## src/rtl/wb_regfile_if.sv

```systemverilog
// Bus bundle between the MEM/WB pipeline register, the decode stage and wb_regfile.
interface wb_regfile_if;
  logic [4:0]  a3_w;
  logic [31:0] aluout_w;
  logic [31:0] dmdata_w;
  logic [31:0] pc_w;
  logic        memtoreg_w;
  logic        link_w;
  logic        regwrite_w;
  logic [2:0]  ldtype_w;
  logic [4:0]  a1_d;
  logic [4:0]  a2_d;
  logic [31:0] rd1_d;
  logic [31:0] rd2_d;
  logic [31:0] wb_data;
  logic [4:0]  wb_a3;
  logic [31:0] wr_count;

  modport master (
    output a3_w, aluout_w, dmdata_w, pc_w, memtoreg_w, link_w, regwrite_w, ldtype_w,
    output a1_d, a2_d,
    input  rd1_d, rd2_d, wb_data, wb_a3, wr_count
  );

  modport slave (
    input  a3_w, aluout_w, dmdata_w, pc_w, memtoreg_w, link_w, regwrite_w, ldtype_w,
    input  a1_d, a2_d,
    output rd1_d, rd2_d, wb_data, wb_a3, wr_count
  );
endinterface

```

## src/rtl/wb_regfile.sv

```systemverilog
// MIPS writeback source select, 32x32 register file and committed-write counter.
// Define RF_BYPASS_EN to make the read ports see a same-cycle commit (write-through).
module wb_regfile (
  input  logic         clk,
  input  logic         rst_n,
  wb_regfile_if.slave  bus
);

  logic [31:0] r_regs [0:31];
  logic [31:0] r_wr_count;

  logic [7:0]  w_byte;
  logic [15:0] w_half;
  logic [31:0] w_load;
  logic [31:0] w_wb_data;
  logic        w_commit;
  logic [31:0] w_rd1;
  logic [31:0] w_rd2;

  always_comb begin
    w_byte = bus.dmdata_w[7:0];
    case (bus.aluout_w[1:0])
      2'd1:    w_byte = bus.dmdata_w[15:8];
      2'd2:    w_byte = bus.dmdata_w[23:16];
      2'd3:    w_byte = bus.dmdata_w[31:24];
      default: w_byte = bus.dmdata_w[7:0];
    endcase
    w_half = bus.aluout_w[1] ? bus.dmdata_w[31:16] : bus.dmdata_w[15:0];
  end

  always_comb begin
    w_load = bus.dmdata_w;
    case (bus.ldtype_w)
      3'b001:  w_load = {{24{w_byte[7]}}, w_byte};
      3'b010:  w_load = {24'd0, w_byte};
      3'b011:  w_load = {{16{w_half[15]}}, w_half};
      3'b100:  w_load = {16'd0, w_half};
      default: w_load = bus.dmdata_w;
    endcase
  end

  always_comb begin
    w_wb_data = bus.aluout_w;
    if (bus.link_w)
      w_wb_data = bus.pc_w + 32'd8;
    else if (bus.memtoreg_w)
      w_wb_data = w_load;
  end

  assign w_commit = bus.regwrite_w && (bus.a3_w != 5'd0);

  // Entry 0 is reset like the rest and never written, so it stays 0.
  always_ff @(posedge clk or negedge rst_n) begin
    if (!rst_n) begin
      for (int i = 0; i < 32; i++) r_regs[i] <= '0;
      r_wr_count <= '0;
    end else if (w_commit) begin
      r_regs[bus.a3_w] <= w_wb_data;
      r_wr_count       <= r_wr_count + 32'd1;
    end
  end

  always_comb begin
    w_rd1 = r_regs[bus.a1_d];
    w_rd2 = r_regs[bus.a2_d];
`ifdef RF_BYPASS_EN
    if (w_commit && (bus.a1_d == bus.a3_w)) w_rd1 = w_wb_data;
    if (w_commit && (bus.a2_d == bus.a3_w)) w_rd2 = w_wb_data;
`else
    // Decode sees stored contents only; the hazard unit forwards from wb_data/wb_a3.
`endif
    if (bus.a1_d == 5'd0) w_rd1 = '0;
    if (bus.a2_d == 5'd0) w_rd2 = '0;
  end

  assign bus.rd1_d    = w_rd1;
  assign bus.rd2_d    = w_rd2;
  assign bus.wb_data  = w_wb_data;
  assign bus.wb_a3    = w_commit ? bus.a3_w : 5'd0;
  assign bus.wr_count = r_wr_count;

endmodule

```

## src/flat_wrapper.sv

```systemverilog
// flat-port wrapper written by rule: the top's interface ports become plain ports
module wb_regfile_flat 
  (clk, rst_n, bus_a3_w, bus_aluout_w, bus_dmdata_w, bus_pc_w, bus_memtoreg_w, bus_link_w, bus_regwrite_w, bus_ldtype_w, bus_a1_d, bus_a2_d, bus_rd1_d, bus_rd2_d, bus_wb_data, bus_wb_a3, bus_wr_count);
  wb_regfile_if bus_i ();
  input  logic clk;
  input  logic rst_n;
  input wire logic [$bits(bus_i.a3_w)-1:0] bus_a3_w;
  input wire logic [$bits(bus_i.aluout_w)-1:0] bus_aluout_w;
  input wire logic [$bits(bus_i.dmdata_w)-1:0] bus_dmdata_w;
  input wire logic [$bits(bus_i.pc_w)-1:0] bus_pc_w;
  input wire logic [$bits(bus_i.memtoreg_w)-1:0] bus_memtoreg_w;
  input wire logic [$bits(bus_i.link_w)-1:0] bus_link_w;
  input wire logic [$bits(bus_i.regwrite_w)-1:0] bus_regwrite_w;
  input wire logic [$bits(bus_i.ldtype_w)-1:0] bus_ldtype_w;
  input wire logic [$bits(bus_i.a1_d)-1:0] bus_a1_d;
  input wire logic [$bits(bus_i.a2_d)-1:0] bus_a2_d;
  output wire logic [$bits(bus_i.rd1_d)-1:0] bus_rd1_d;
  output wire logic [$bits(bus_i.rd2_d)-1:0] bus_rd2_d;
  output wire logic [$bits(bus_i.wb_data)-1:0] bus_wb_data;
  output wire logic [$bits(bus_i.wb_a3)-1:0] bus_wb_a3;
  output wire logic [$bits(bus_i.wr_count)-1:0] bus_wr_count;
  assign bus_i.a3_w = bus_a3_w;
  assign bus_i.aluout_w = bus_aluout_w;
  assign bus_i.dmdata_w = bus_dmdata_w;
  assign bus_i.pc_w = bus_pc_w;
  assign bus_i.memtoreg_w = bus_memtoreg_w;
  assign bus_i.link_w = bus_link_w;
  assign bus_i.regwrite_w = bus_regwrite_w;
  assign bus_i.ldtype_w = bus_ldtype_w;
  assign bus_i.a1_d = bus_a1_d;
  assign bus_i.a2_d = bus_a2_d;
  assign bus_rd1_d = bus_i.rd1_d;
  assign bus_rd2_d = bus_i.rd2_d;
  assign bus_wb_data = bus_i.wb_data;
  assign bus_wb_a3 = bus_i.wb_a3;
  assign bus_wr_count = bus_i.wr_count;
  wb_regfile u_core (.clk(clk), .rst_n(rst_n), .bus(bus_i));
endmodule
```

## config.mk

```make
export PLATFORM = sky130hd
export DESIGN_NAME = wb_regfile_flat
export DESIGN_NICKNAME = d
export VERILOG_FILES = /design/src/rtl/wb_regfile_if.sv /design/src/rtl/wb_regfile.sv /design/src/flat_wrapper.sv
export SDC_FILE = /design/constraint.sdc
export NUM_CORES = 2
export LEC_CHECK = 0
export ABC_CLOCK_PERIOD_IN_PS = 8400
export CAP_MARGIN = 10
export CORE_ASPECT_RATIO = 0.8
export CORE_UTILIZATION = 45
export CTS_CLUSTER_DIAMETER = 80
export DETAILED_ROUTE_END_ITERATION = 10
export SKIP_CTS_REPAIR_TIMING = 1
export SLEW_MARGIN = 20
export SYNTH_ARGS = -nofsm -noshare
export SYNTH_HDL_FRONTEND = slang
export SYNTH_SLANG_ARGS = --single-unit
```

## constraint.sdc

```tcl
create_clock -name clk -period 8.4 [get_ports clk]
set_clock_uncertainty 0.2 [all_clocks]
set_input_delay 2.52 -clock clk [delete_from_list [all_inputs] [get_ports clk]]
set_output_delay 2.52 -clock clk [all_outputs]
set_load 0.02 [all_outputs]
```

======== Yosys cells after proc, flatten, opt, wreduce, memory -nomap -nowiden ========
Index checks and enable logic that the tools add are counted.
operators by class
  add/sub/neg operators ................... 2
  $mul .................................... 0
  div/mod/pow operators ................... 0
  $lt $le $gt $ge ......................... 4
  equality and inequality tests ........... 7
  shifts and indexed selects .............. 0
  multiplexer cells ....................... 17
  bitwise gates (word level) .............. 3
  reductions and logical operators ........ 5
operators with widths
  cell                   number
  $bwmux 1024            1
  $bmux 32 s5            2
  $mux 32                9
  $demux 32 s5           1
  $pmux 32 s4            1
  $add 32x1->32 const B  1
  $add 32x4->32 const B  1
  $pmux 8 s3             1
  $ge 6x6->1 const B     3
  $not 5->6              3
  $mux 16                1
  $logic_not 5->1        2
  $eq 3x2->1 const B     2
  $lt 6x1->1 const B     1
  $mux 5                 1
  $reduce_bool 5->1      1
  $eq 2x2->1 const B     2
  $eq 3x1->1 const B     1
  $eq 3x3->1 const B     1
  $eq 2x1->1 const B     1
  $logic_and 1x1->1      2
storage, ports and cells
  register bits ........................... 1056
  bits in latches ......................... 0
  memory bits (writable) .................. 0
  ROM bits ................................ 0
  input port bits ......................... 119
  output and inout bits ................... 133
  logic and storage cells ................. 71
  memories ................................ 0

======== Logic depth before layout (Yosys ltp) ========
  word-level depth ........................ 6
  depth in mapped cells ................... 9
  depth with buffers taken out ............ 6

======== Least setup slack after synthesis ========
Ideal clock, no wire load.
  path kind ............................... input-to-output
  start point ............................. input bus_a2_d[0]
  end point ............................... output bus_rd2_d[13]
  arrival ................................. 4.576 ns
  required time ........................... 5.680 ns
  path slack .............................. 1.104 ns
  cell stages on the path ................. 6
  buffers on the path ..................... 3
  cell sequence ........................... buf_2 buf_2 buf_1 mux4_2 mux4_2 a21o_1
on the way
  cells in the longest elaborated chain, start to end .. 5
  elaborated cells on any way between the ends .. 6
  those cells by class .................... 4 x mux; 1 x bitwise; 1 x reduce/logical
RTL lines
  item                                         line                source
  from (decl)                                  flat_wrapper.sv:16  input wire logic [$bits(bus_i.a2_d)-1:0] bus_a2_d;
  $not 5->6 (not written as such)              wb_regfile.sv:65    w_rd2 = r_regs[bus.a2_d];
  $bmux 32 s5                                  wb_regfile.sv:65
  $mux 32 (not written as such) (2 in series)  wb_regfile.sv:65
  $mux 32 *                                    wb_regfile.sv:73    if (bus.a2_d == 5'd0) w_rd2 = '0;
  to (decl)                                    flat_wrapper.sv:18  output wire logic [$bits(bus_i.rd2_d)-1:0] bus_rd2_d;
Every way passes the cells marked *; elsewhere a longest branch is shown, timed or not. The select of a mux whose other input is x is not followed.

======== Worst setup path in the final report ========
  start point ............................. input bus_pc_w[19]
  end point ............................... output bus_wb_data[30]
on the way
  cells in the longest elaborated chain, start to end .. 2
RTL lines
  item           line                source
  from (decl)    flat_wrapper.sv:10  input wire logic [$bits(bus_i.pc_w)-1:0] bus_pc_w;
  $add 32x4->32  wb_regfile.sv:45    w_wb_data = bus.pc_w + 32'd8;
  $mux 32        wb_regfile.sv:44    if (bus.link_w)
  to (decl)      flat_wrapper.sv:19  output wire logic [$bits(bus_i.wb_data)-1:0] bus_wb_data;
Every way passes these cells.

==> results.txt <==
----------------------------------------------------
[Floorplan]
  Die H ... 318 um
  Initial core utilization ... 0.456
  Die area ... 127000 um^2
  Die Span X ... 397 um
  CORE AREA ... 123000 um^2
  Total number of placement rows ... 115
  Count of boundary I/O pins ... 252

[Detailed routing]
  Vias per std cell ... 6.30
  TritonRoute pass-1 iters ... 5
  Number of DRC markers after the initial detailed-route iteration ... 4768
  Count of vias placed by the detailed router ... 42300
  Routed length per placed instance ... 27.8 um
  DRT Wirelength ... 187000 um
  Number of DRC violations after detailed routing ... 0
  Routed Antenna Nets ... 0

[Synth]
  Netlist area before placement ... 56300 um^2
  Instance count of the mapped netlist ... 4943
  Cell types occupying the most area after synthesis ... sky130_fd_sc_hd__dfrtp_1 47%, sky130_fd_sc_hd__mux4_2 23%, sky130_fd_sc_hd__nor2_1 5.3%
  Leading register cell type out of synthesis ... sky130_fd_sc_hd__dfrtp_1
  Async set-or-reset flop fraction in the synthesized netlist ... 1.00
  Cell taking the most area after synthesis ... sky130_fd_sc_hd__dfrtp_1
  Flops & latches, synth ... 1056
  Number of enable flip-flop cells after synthesis ... 0
  Warning count from the yosys run ... 0
  Avg Inst Size Synth ... 11.4 um^2
  Netlist cell types ... 70
  Sequential-to-total area share from yosys stat ... 0.469
  Syn Nets ... 5064
  Share of Yosys cell area claimed by the top area cell type ... 0.469

[STA]
  Part of the cycle the worst path needs ... 0.978
  Setup TNS Final ... 0 ns
  Max Clock Freq ... 0.122 GHz
  Slack of the critical path ... 0.185 ns
  Slew at the pin with the worst max-slew slack ... 1.14 ns
  Max-slew headroom at the worst pin ... 0.237
  Unrepaired setup endpoints after global routing ... no
  Final Max Tran Viols ... 0
  Setup violation total in the final timing report ... 0
  Final critical-path required period ... 8.22 ns
  Final count of hold timing violations ... 0

[Clocking]
  Inserted Clock Buffers ... 111
  Clock root buffer ... sky130_fd_sc_hd__clkbuf_16
  Clock tree from TritonCTS ... built
  Max clock buf depth ... 3
  Total number of clock tree sinks ... 1056
  H-tree depth ... 3
  Clk_lat worst skew ... 0.73 ns
  Clock-pin slew on the worst setup and hold paths ... 0.06 ns

[Setup path]
  Cell mode on critical path ... sky130_fd_sc_hd__clkdlybuf4s50_1
  Setup crit start kind ... input pin
  Setup CP Type ... in -> out
  List of cells traversed by the critical path ... clkdlybuf4s50_1 -> nand3_1 -> or4_1 -> nor4b_1 -> a211oi_4 -> buf_4 -> inv_1 -> clkdlybuf4s50_1
  Critical path buffer and inverter count ... 4
  Worst-path maximum fanout ... 6
  Largest stage delay on the critical path ... 0.69 ns
  Kind of cell adding the most delay to the critical path ... buffers and inverters
  Required time of the critical path ... 5.68 ns
  Slowest cell on crit path ... sky130_fd_sc_hd__or4_1
  CP arrival ... 5.50 ns
  Kind of capture point of the worst setup path ... output pin

[Power]
  Part of the power in combinational logic ... 0.259
  Sequential Power Share ... 0.433
  Total power density per cell area ... 253 nW/um^2
  Post-layout power ... 16.4 mW
  Highest ir drop seen on vdd ... 179 uV
  Switching part of the total power ... 0.307
  Pleak ... 26.9 nW
  Clk pwr share ... 0.309
  Design internal power ... 11.4 mW
  Switching power ... 5.03 mW

[Cells and area]
  Total number of nets in the final design ... 5101
  Most common cell after layout, fill and taps aside ... sky130_fd_sc_hd__dfrtp_1
  Fraction of layout instances using a drive strength above 1 ... 0.211
  Core utilization of the finished layout ... 0.526
  Leading cell types in the layout, fill and taps excluded ... 1056 x sky130_fd_sc_hd__dfrtp_1, 773 x sky130_fd_sc_hd__nor2_1, 577 x sky130_fd_sc_hd__mux4_2
  Layout overhead on the synthesized area ... 15.3%

[Status]
  Run status ... complete, no violations

[Global route]
  Met2 usage in global routing ... 0.435
  Vias in the first global route ... 41200
  Busiest grt layer ... met1
  Pin count of the biggest net entering global routing ... 156
  Gr usage total ... 0.298
  Number of antenna violations at the first check in global routing ... 1
  GRT overflow ... 0
  Met3 GRT Util ... 0.0655
  Wire length of the first global-routing pass ... 279000 um
  Global routing met1 resource utilization ... 0.442

[Place]
  Port Buffer Count ... 251
  Hpwl dp ... 120000 um
  Dpl ws ... 0.188 ns
  Routability cong. ... 0.918

[Worst hold path]
  Worst min path class ... reg -> reg

[Flow run]
  Number of max-cap violations ... 0

----------------------------------------------------
routing by layer:
| metal | vias up | wire [um] |
|---|---|---|
| met3 | 325 | 16300 |
| met5 | - | 0 |
| met4 | 0 | 6410 |
| li1 | 18300 | - |
| met2 | 1873 | 83300 |
| met1 | 21800 | 80500 |
cell usage after synthesis (5+ instances only):
| master | instances |
|---|---|
| sky130_fd_sc_hd__o31ai_1 | 68 |
| sky130_fd_sc_hd__buf_1 | 24 |
| sky130_fd_sc_hd__a21oi_1 | 565 |
| sky130_fd_sc_hd__a21o_1 | 65 |
| sky130_fd_sc_hd__and2_1 | 9 |
| sky130_fd_sc_hd__nand2b_1 | 12 |
| sky130_fd_sc_hd__and3_1 | 10 |
| sky130_fd_sc_hd__buf_2 | 126 |
| sky130_fd_sc_hd__nor4_1 | 13 |
| sky130_fd_sc_hd__xor2_1 | 14 |
| sky130_fd_sc_hd__mux4_2 | 577 |
| sky130_fd_sc_hd__a311o_1 | 6 |
| sky130_fd_sc_hd__o311a_1 | 8 |
| sky130_fd_sc_hd__a31oi_1 | 157 |
| sky130_fd_sc_hd__o21ai_0 | 229 |
| sky130_fd_sc_hd__nand3_1 | 34 |
| sky130_fd_sc_hd__clkbuf_1 | 359 |
| sky130_fd_sc_hd__o211a_1 | 9 |
| sky130_fd_sc_hd__dfrtp_1 | 1056 |
| sky130_fd_sc_hd__inv_1 | 31 |
| sky130_fd_sc_hd__xnor2_1 | 31 |
| sky130_fd_sc_hd__nor2_1 | 797 |
| sky130_fd_sc_hd__a211oi_2 | 9 |
| sky130_fd_sc_hd__nor4_2 | 7 |
| sky130_fd_sc_hd__buf_6 | 9 |
| sky130_fd_sc_hd__o22ai_1 | 75 |
| sky130_fd_sc_hd__a311oi_1 | 5 |
| sky130_fd_sc_hd__nor3_1 | 9 |
| sky130_fd_sc_hd__a32oi_1 | 8 |
| sky130_fd_sc_hd__mux2i_1 | 135 |
| sky130_fd_sc_hd__nand4_1 | 19 |
| sky130_fd_sc_hd__nor2b_1 | 6 |
| sky130_fd_sc_hd__buf_4 | 6 |
| sky130_fd_sc_hd__nand2_1 | 361 |
| sky130_fd_sc_hd__and4_1 | 11 |
| sky130_fd_sc_hd__a21boi_0 | 7 |
| sky130_fd_sc_hd__o21ai_1 | 9 |
final cells by class:
| class | count | area, um^2 |
|---|---|---|
| fillers | 10700 | 58500 |
| multi-input cells | 3330 | 28000 |
| flip-flops and latches | 1056 | 26400 |
| repair buffers | 449 | 4590 |
| clock buffers | 166 | 3290 |
| well taps | 1638 | 2050 |
| clock inverters | 37 | 432 |
| inverters | 32 | 120 |
| diodes | 1 | 2.50 |
power groups by stage:
stage / clock, mW / sequential, mW / combinational [mW]
after floorplan: 0 / 6.90 / 2.94
after global placement: 0 / 7.07 / 4.14
after detailed placement: 0 / 7.15 / 4.23
after CTS: 5.12 / 7.07 / 4.24
after global routing: 5.32 / 7.25 / 4.59
final: 5.06 / 7.10 / 4.24
flip-flops by register name, indices dropped and copies added, names as in the netlist:
signal,cells
u_core.r_regs,1024
u_core.bus.wr_count,32
stage by stage:
step	instance area, um^2	hold slack, ns	std cells
2_1_floorplan	56300	0.241	4943
3_3_place_gp	61100	0.176	6500
3_5_place_dp	61100	0.183	6502
4_1_cts	64900	0.197	6705
5_1_grt	64900	0.207	6708
6_report	64900	0.194	6709
logic make-up (layout without fill, tap and decap cells):
family / after synthesis / count (layout) / synth area share
mux: 713 / 713 / 0.255
other cells: 0 / 1 / 0
simple gates: 1319 / 1319 / 0.0965
compound gates: 1251 / 1251 / 0.130
xor+xnor: 45 / 45 / 0.00700
flops: 1056 / 1056 / 0.469
fa+ha+maj: 2 / 2 / 0.000444
buf+inv: 557 / 684 / 0.0416
path summary, 6_finish.rpt:
kind / start / to / slack, ns / depth (start not counted)
hold / removal: u_core.r_regs[1021] / u_core.r_regs[1021] / 0.19 / 0
setup reg to reg: u_core.bus.wr_count[0] / u_core.bus.wr_count[22] / 5.90 / 6
setup / recovery: bus_pc_w[19] / bus_wb_data[30] / 0.18 / 8
min in group asynchronous: rst_n / u_core.r_regs[231] / 1.63 / 1
max in group asynchronous: rst_n / u_core.r_regs[815] / 4.83 / 2
hold reg to reg: u_core.r_regs[1021] / u_core.r_regs[1021] / 0.19 / 0
No activity file was read; power rests on OpenSTA's default activity.
